==> src/rtl/mult_pkg.sv <==
// Shared definitions for the shift-add multiplier: FSM state encoding,
// default operand width and the bit-counter width helper.
package mult_pkg;

    localparam int DEFAULT_N = 4;

    typedef enum logic [1:0] {
        IDLE  = 2'd0,
        TEST  = 2'd1,
        SHIFT = 2'd2,
        DONE  = 2'd3
    } state_t;

    // Counter must hold 0..n-1; a single-iteration multiplier still gets one bit.
    function automatic int cnt_width(input int n);
        return (n <= 1) ? 1 : $clog2(n);
    endfunction

endpackage

==> src/rtl/shift_add_controller_if.sv <==
// Handshake to the surrounding system plus strobe/feedback wires to the
// shift-add datapath. The controller is the master side.
interface shift_add_controller_if;
    logic start_i;
    logic M_i;
    logic load_o;
    logic sh_o;
    logic ad_o;
    logic busy_o;
    logic done_o;

    modport master (
        input  start_i, M_i,
        output load_o, sh_o, ad_o, busy_o, done_o
    );

    modport slave (
        output start_i, M_i,
        input  load_o, sh_o, ad_o, busy_o, done_o
    );
endinterface

==> src/rtl/shift_add_controller.sv <==
// Control FSM for the N-bit unsigned shift-add multiplier datapath.
// Walks the multiplier LSB-first: TEST adds when M is set (then SHIFT),
// otherwise shifts directly; after N shifts it pulses done for one cycle.
module shift_add_controller
    import mult_pkg::*;
#(
    parameter int N = DEFAULT_N
) (
    input  logic                    clk,
    input  logic                    rst_n,
    shift_add_controller_if.master  bus
);

    localparam int            CW   = cnt_width(N);
    localparam logic [CW-1:0] LAST = CW'(N - 1);

    state_t         state, state_nxt;
    logic [CW-1:0]  cnt, cnt_nxt;
    logic           load, sh, ad, busy, done;

    // State and bit counter registers.
    always_ff @(posedge clk or negedge rst_n) begin
        if (!rst_n) begin
            state <= IDLE;
            cnt   <= '0;
        end else begin
            state <= state_nxt;
            cnt   <= cnt_nxt;
        end
    end

    // Next-state, counter step and strobe decode. Only one strobe is ever
    // raised per state branch, which keeps the datapath priority irrelevant.
    always_comb begin
        state_nxt = state;
        cnt_nxt   = cnt;
        load      = 1'b0;
        sh        = 1'b0;
        ad        = 1'b0;
        busy      = 1'b1;
        done      = 1'b0;
        case (state)
            IDLE: begin
                busy = 1'b0;
                load = bus.start_i;
                if (bus.start_i) begin
                    state_nxt = TEST;
                    cnt_nxt   = '0;
                end
            end
            TEST: begin
                if (bus.M_i) begin
                    ad        = 1'b1;
                    state_nxt = SHIFT;
                end else begin
                    sh = 1'b1;
                    if (cnt == LAST) begin
                        state_nxt = DONE;
                    end else begin
                        cnt_nxt   = cnt + 1'b1;
                        state_nxt = TEST;
                    end
                end
            end
            SHIFT: begin
                sh = 1'b1;
                if (cnt == LAST) begin
                    state_nxt = DONE;
                end else begin
                    cnt_nxt   = cnt + 1'b1;
                    state_nxt = TEST;
                end
            end
            DONE: begin
                done      = 1'b1;
                state_nxt = IDLE;
            end
            default: state_nxt = IDLE;
        endcase
    end

    // Load is Mealy on start_i; gating with rst_n keeps it low while reset
    // is held even if start_i is high. Other strobes are already 0 in IDLE.
    assign bus.load_o = load & rst_n;
    assign bus.sh_o   = sh;
    assign bus.ad_o   = ad;
    assign bus.busy_o = busy;
    assign bus.done_o = done;

endmodule

==> src/flat_wrapper.sv <==
// flat-port wrapper written by rule: the top's interface ports become plain ports
module shift_add_controller_flat import mult_pkg::*;
#(
    parameter int N = DEFAULT_N
)
  (clk, rst_n, bus_start_i, bus_M_i, bus_load_o, bus_sh_o, bus_ad_o, bus_busy_o, bus_done_o);
  shift_add_controller_if bus_i ();
  input  logic clk;
  input  logic rst_n;
  input wire logic [$bits(bus_i.start_i)-1:0] bus_start_i;
  input wire logic [$bits(bus_i.M_i)-1:0] bus_M_i;
  output wire logic [$bits(bus_i.load_o)-1:0] bus_load_o;
  output wire logic [$bits(bus_i.sh_o)-1:0] bus_sh_o;
  output wire logic [$bits(bus_i.ad_o)-1:0] bus_ad_o;
  output wire logic [$bits(bus_i.busy_o)-1:0] bus_busy_o;
  output wire logic [$bits(bus_i.done_o)-1:0] bus_done_o;
  assign bus_i.start_i = bus_start_i;
  assign bus_i.M_i = bus_M_i;
  assign bus_load_o = bus_i.load_o;
  assign bus_sh_o = bus_i.sh_o;
  assign bus_ad_o = bus_i.ad_o;
  assign bus_busy_o = bus_i.busy_o;
  assign bus_done_o = bus_i.done_o;
  shift_add_controller #(.N(N)) u_core (.clk(clk), .rst_n(rst_n), .bus(bus_i));
endmodule
==> config.mk <==
export PLATFORM = sky130hd
export DESIGN_NAME = shift_add_controller_flat
export DESIGN_NICKNAME = d
export VERILOG_FILES = /design/src/rtl/mult_pkg.sv /design/src/rtl/shift_add_controller_if.sv /design/src/rtl/shift_add_controller.sv /design/src/flat_wrapper.sv
export SDC_FILE = /design/constraint.sdc
export NUM_CORES = 1
export LEC_CHECK = 0
export BUFFER_PORTS_ARGS = -buffer_cell sky130_fd_sc_hd__buf_2
export CAP_MARGIN = 20
export CORE_AREA = 2 2 39 41
export CTS_BUF_LIST = sky130_fd_sc_hd__clkbuf_4 sky130_fd_sc_hd__clkbuf_8
export CTS_CLUSTER_DIAMETER = 50
export DETAILED_ROUTE_END_ITERATION = 16
export DIE_AREA = 0 0 41 43
export PLACE_DENSITY = 0.55
export SYNTH_ARGS = -nofsm -noshare
export SYNTH_HDL_FRONTEND = slang
export SYNTH_SLANG_ARGS = --single-unit
==> constraint.sdc <==
create_clock -name clk -period 1.9 [get_ports clk]
set_input_delay 0.19 -clock clk [delete_from_list [all_inputs] [get_ports clk]]
set_output_delay 0.19 -clock clk [all_outputs]
set_load 0.02 [all_outputs]
==> impl_metrics.py <==
metrics = {
    "die": {
        "die_x_um": 41,
        "core_area_um2": 1380,
        "rows": 14,
        "dieArea_um2": 1760,
        "io_pins": 9,
        "start_util_pct": 23.3,
        "die_h_um": 43,
    },
    "worst_setup_path": {
        "critPathMaxStageDelay_ns": 0.44,
        "path_cells": "inv_1 > ha_1 > or4b_1 > nor3_1 > a311o_1",
        "cp-start-kind": "flip-flop",
        "crit_type": "reg -> reg",
        "cp_max_fo": 5,
        "reg2reg_depth": 5,
        "slowest_stage": "or4b_1",
        "arrival_ns": 1.80,
        "worst_ep_required_time_ns": 2.07,
        "end_kind": "flip-flop",
    },
    "clock_tree": {
        "path_clk_slew_ns": 0.04,
        "cts-root-buf": "clkbuf_4",
        "clock_latency_ns": 0.23,
        "tritoncts": "yes",
        "cts_buffers": 3,
        "h-tree-depth": 1,
        "clock-sinks": 4,
        "post_cts_buffers": 0,
        "clk_path_buf_depth": 2,
    },
    "layout": {
        "drive_above_1_share_pct": 23.9,
        "antenna_cells": 0,
        "final_area_um2": 410,
        "fin_nets": 58,
        "utilization_pct": 29.7,
        "syn_to_final_growth_pct": 27.1,
    },
    "grt": {
        "grt_pass1_wl_um": 1060,
        "overflow": 0,
        "grtUsageTotal_pct": 8.96,
        "first_global_vias": 266,
        "grt_max_degree": 6,
        "antenna_found_initial": 0,
    },
    "logic_synthesis": {
        "synthTopCellsByArea": "dfrtp_1, ha_1, a21oi_1, inv_1, nor2b_1",
        "syn_area_per_cell_um2": 9.22,
        "yosysWarnings": 0,
        "synthesis.area_um2": 323,
        "yosysUniqueCellTypes": 19,
        "synthTopCellsByCount": "ha_1, dfrtp_1, inv_1",
        "yosysTopAreaCell": "dfrtp_1",
        "async_reset_ff_share_pct": 100,
        "yosysSeqAreaShare_pct": 31.0,
        "yosysTopAreaCellShare_pct": 31.0,
        "synthFlopType": "dfrtp_1",
        "synth_edf_count": 0,
        "yosys_register_bits": 4,
        "syn-num-nets": 45,
        "syn_inst": 35,
        "synth.most_common_cell": "ha_1",
    },
    "timing": {
        "fin_skew_ns": 0.00311,
        "slew_viol_final": 0,
        "worst_pin_slew_ns": 0.265,
        "fmax_mhz": 612,
        "period_needed_ns": 1.63,
        "fin_hold_ws_ns": 0.222,
        "hold_viol": 0,
        "rsz0062_at_grt": "no",
        "slew_headroom_pct": 82.3,
        "finalSetupViolations": 0,
        "timing.setup.tns_ns": 0,
        "fin_crit_sh_pct": 86.0,
    },
    "power_and_ir_drop": {
        "leakagePower_nw": 0.212,
        "p_per_area_nw_per_um2": 1740,
        "finalPower_uw": 714,
        "ir_drop_v": 0.000821,
    },
    "flow_run": {
        "maxCapViolations": 0,
    },
    "detailed_routing": {
        "dr.pass1.iters": 1,
        "wl_per_cell_um": 9.84,
        "drt_iter0_drc": 0,
        "ant_nets": 0,
        "drc": 0,
        "avgViaCountPerCell": 4.63,
        "vias": 287,
        "drt-total-wl_um": 610,
    },
    "place": {
        "place_area_um2": 378,
        "io_buffers": 8,
        "place_hpwl_um": 481,
        "gp_congestion": 0.715,
    },
    "min_path": {
        "whs_path_depth": 2,
        "hp-class": "in -> reg",
    },
    "outcome": {
        "status": "finished clean",
    },
}
-- stage by stage --
| step | std cells | worst slack, ns |
|---|---|---|
| 2_1_floorplan | 35 | 0.278 |
| 3_3_place_gp | 58 | 0.272 |
| 3_5_place_dp | 58 | 0.268 |
| 4_1_cts | 62 | 0.266 |
| 5_1_grt | 62 | 0.189 |
| 6_report | 62 | 0.266 |
-- final timing paths --
check,start,endpoint,slack (ns)
min,bus_start_i,u_core.state[1]$_DFFE_PN0P_,0.22
min reg2reg,u_core.cnt[1]$_DFFE_PN0P_,u_core.cnt[1]$_DFFE_PN0P_,0.56
max,u_core.state[0]$_DFFE_PN0P_,u_core.cnt[0]$_DFFE_PN0P_,0.27
max reg2reg,u_core.state[0]$_DFFE_PN0P_,u_core.cnt[0]$_DFFE_PN0P_,0.27
min in group asynchronous,rst_n,u_core.cnt[0]$_DFFE_PN0P_,0.30
max in group asynchronous,rst_n,u_core.state[0]$_DFFE_PN0P_,1.47
-- cell usage in the layout, fill, tap and decap left out, drive strengths merged --
master / count
buf: 8
ha: 6
inv: 4
dfrtp: 4
a21oi: 3
clkbuf: 3
nor2b: 2
nand3: 2
nor3: 2
and3: 1
and2: 1
nand3b: 1
or4: 1
o31ai: 1
nor2: 1
nand2: 1
o32ai: 1
o31a: 1
or4b: 1
a311o: 1
dlygate4sd3: 1
-- routing by layer --
layer	vias to the layer above	global-route usage, %	share of wire (%)
met4	0	6.00	0
met2	5	11.6	44
met1	133	11.7	50
li1	149	-	-
met5	-	0	0
met3	0	3.66	5.6
-- logic make-up after synthesis --
| family | count (synthesis) | share of synthesized area, % |
|---|---|---|
| buf+inv | 5 | 6.20 |
| compound gates | 7 | 15.5 |
| flops | 4 | 31.0 |
| simple gates | 13 | 24.0 |
| fa+ha+maj | 6 | 23.3 |
-- power by group --
group / switching [mW] / leakage [nW] / internal, mW
Sequential: 0.0431 / 0.0509 / 0.127
Combinational: 0.253 / 0.147 / 0.190
Clock: 0.0303 / 0.0138 / 0.0703
Total: 0.326 / 0.212 / 0.387
-- critical path, delay by kind of cell (launching register included) --
| kind | cells | cell delay (ns) |
|---|---|---|
| AOI/OAI and AO/OA | 1 | 0.13 |
| buffers and inverters | 1 | 0.08 |
| adders and majority gates | 1 | 0.36 |
| DFF | 1 | 0.41 |
| and+or+nand+nor | 2 | 0.59 |
-- layout make-up --
cell class,instances,area [µm²]
well taps,16,20.0
multi-input cells,26,203
flip-flops and latches,4,100
inverters,4,15.0
repair buffers,9,50.0
clock buffers,3,22.5
fillers,153,973
-- state kept, by name (all words and copies together), names as in the netlist --
| name | cells |
|---|---|
| u_core.state | 2 |
| u_core.cnt | 2 |
-- repair_timing --
item / CTS / global route
gates resized for setup: 0 / 0
hold endpoints to repair: 4 / 0
hold buffers: 1 / 0
No activity file was read; power rests on OpenSTA's default activity.
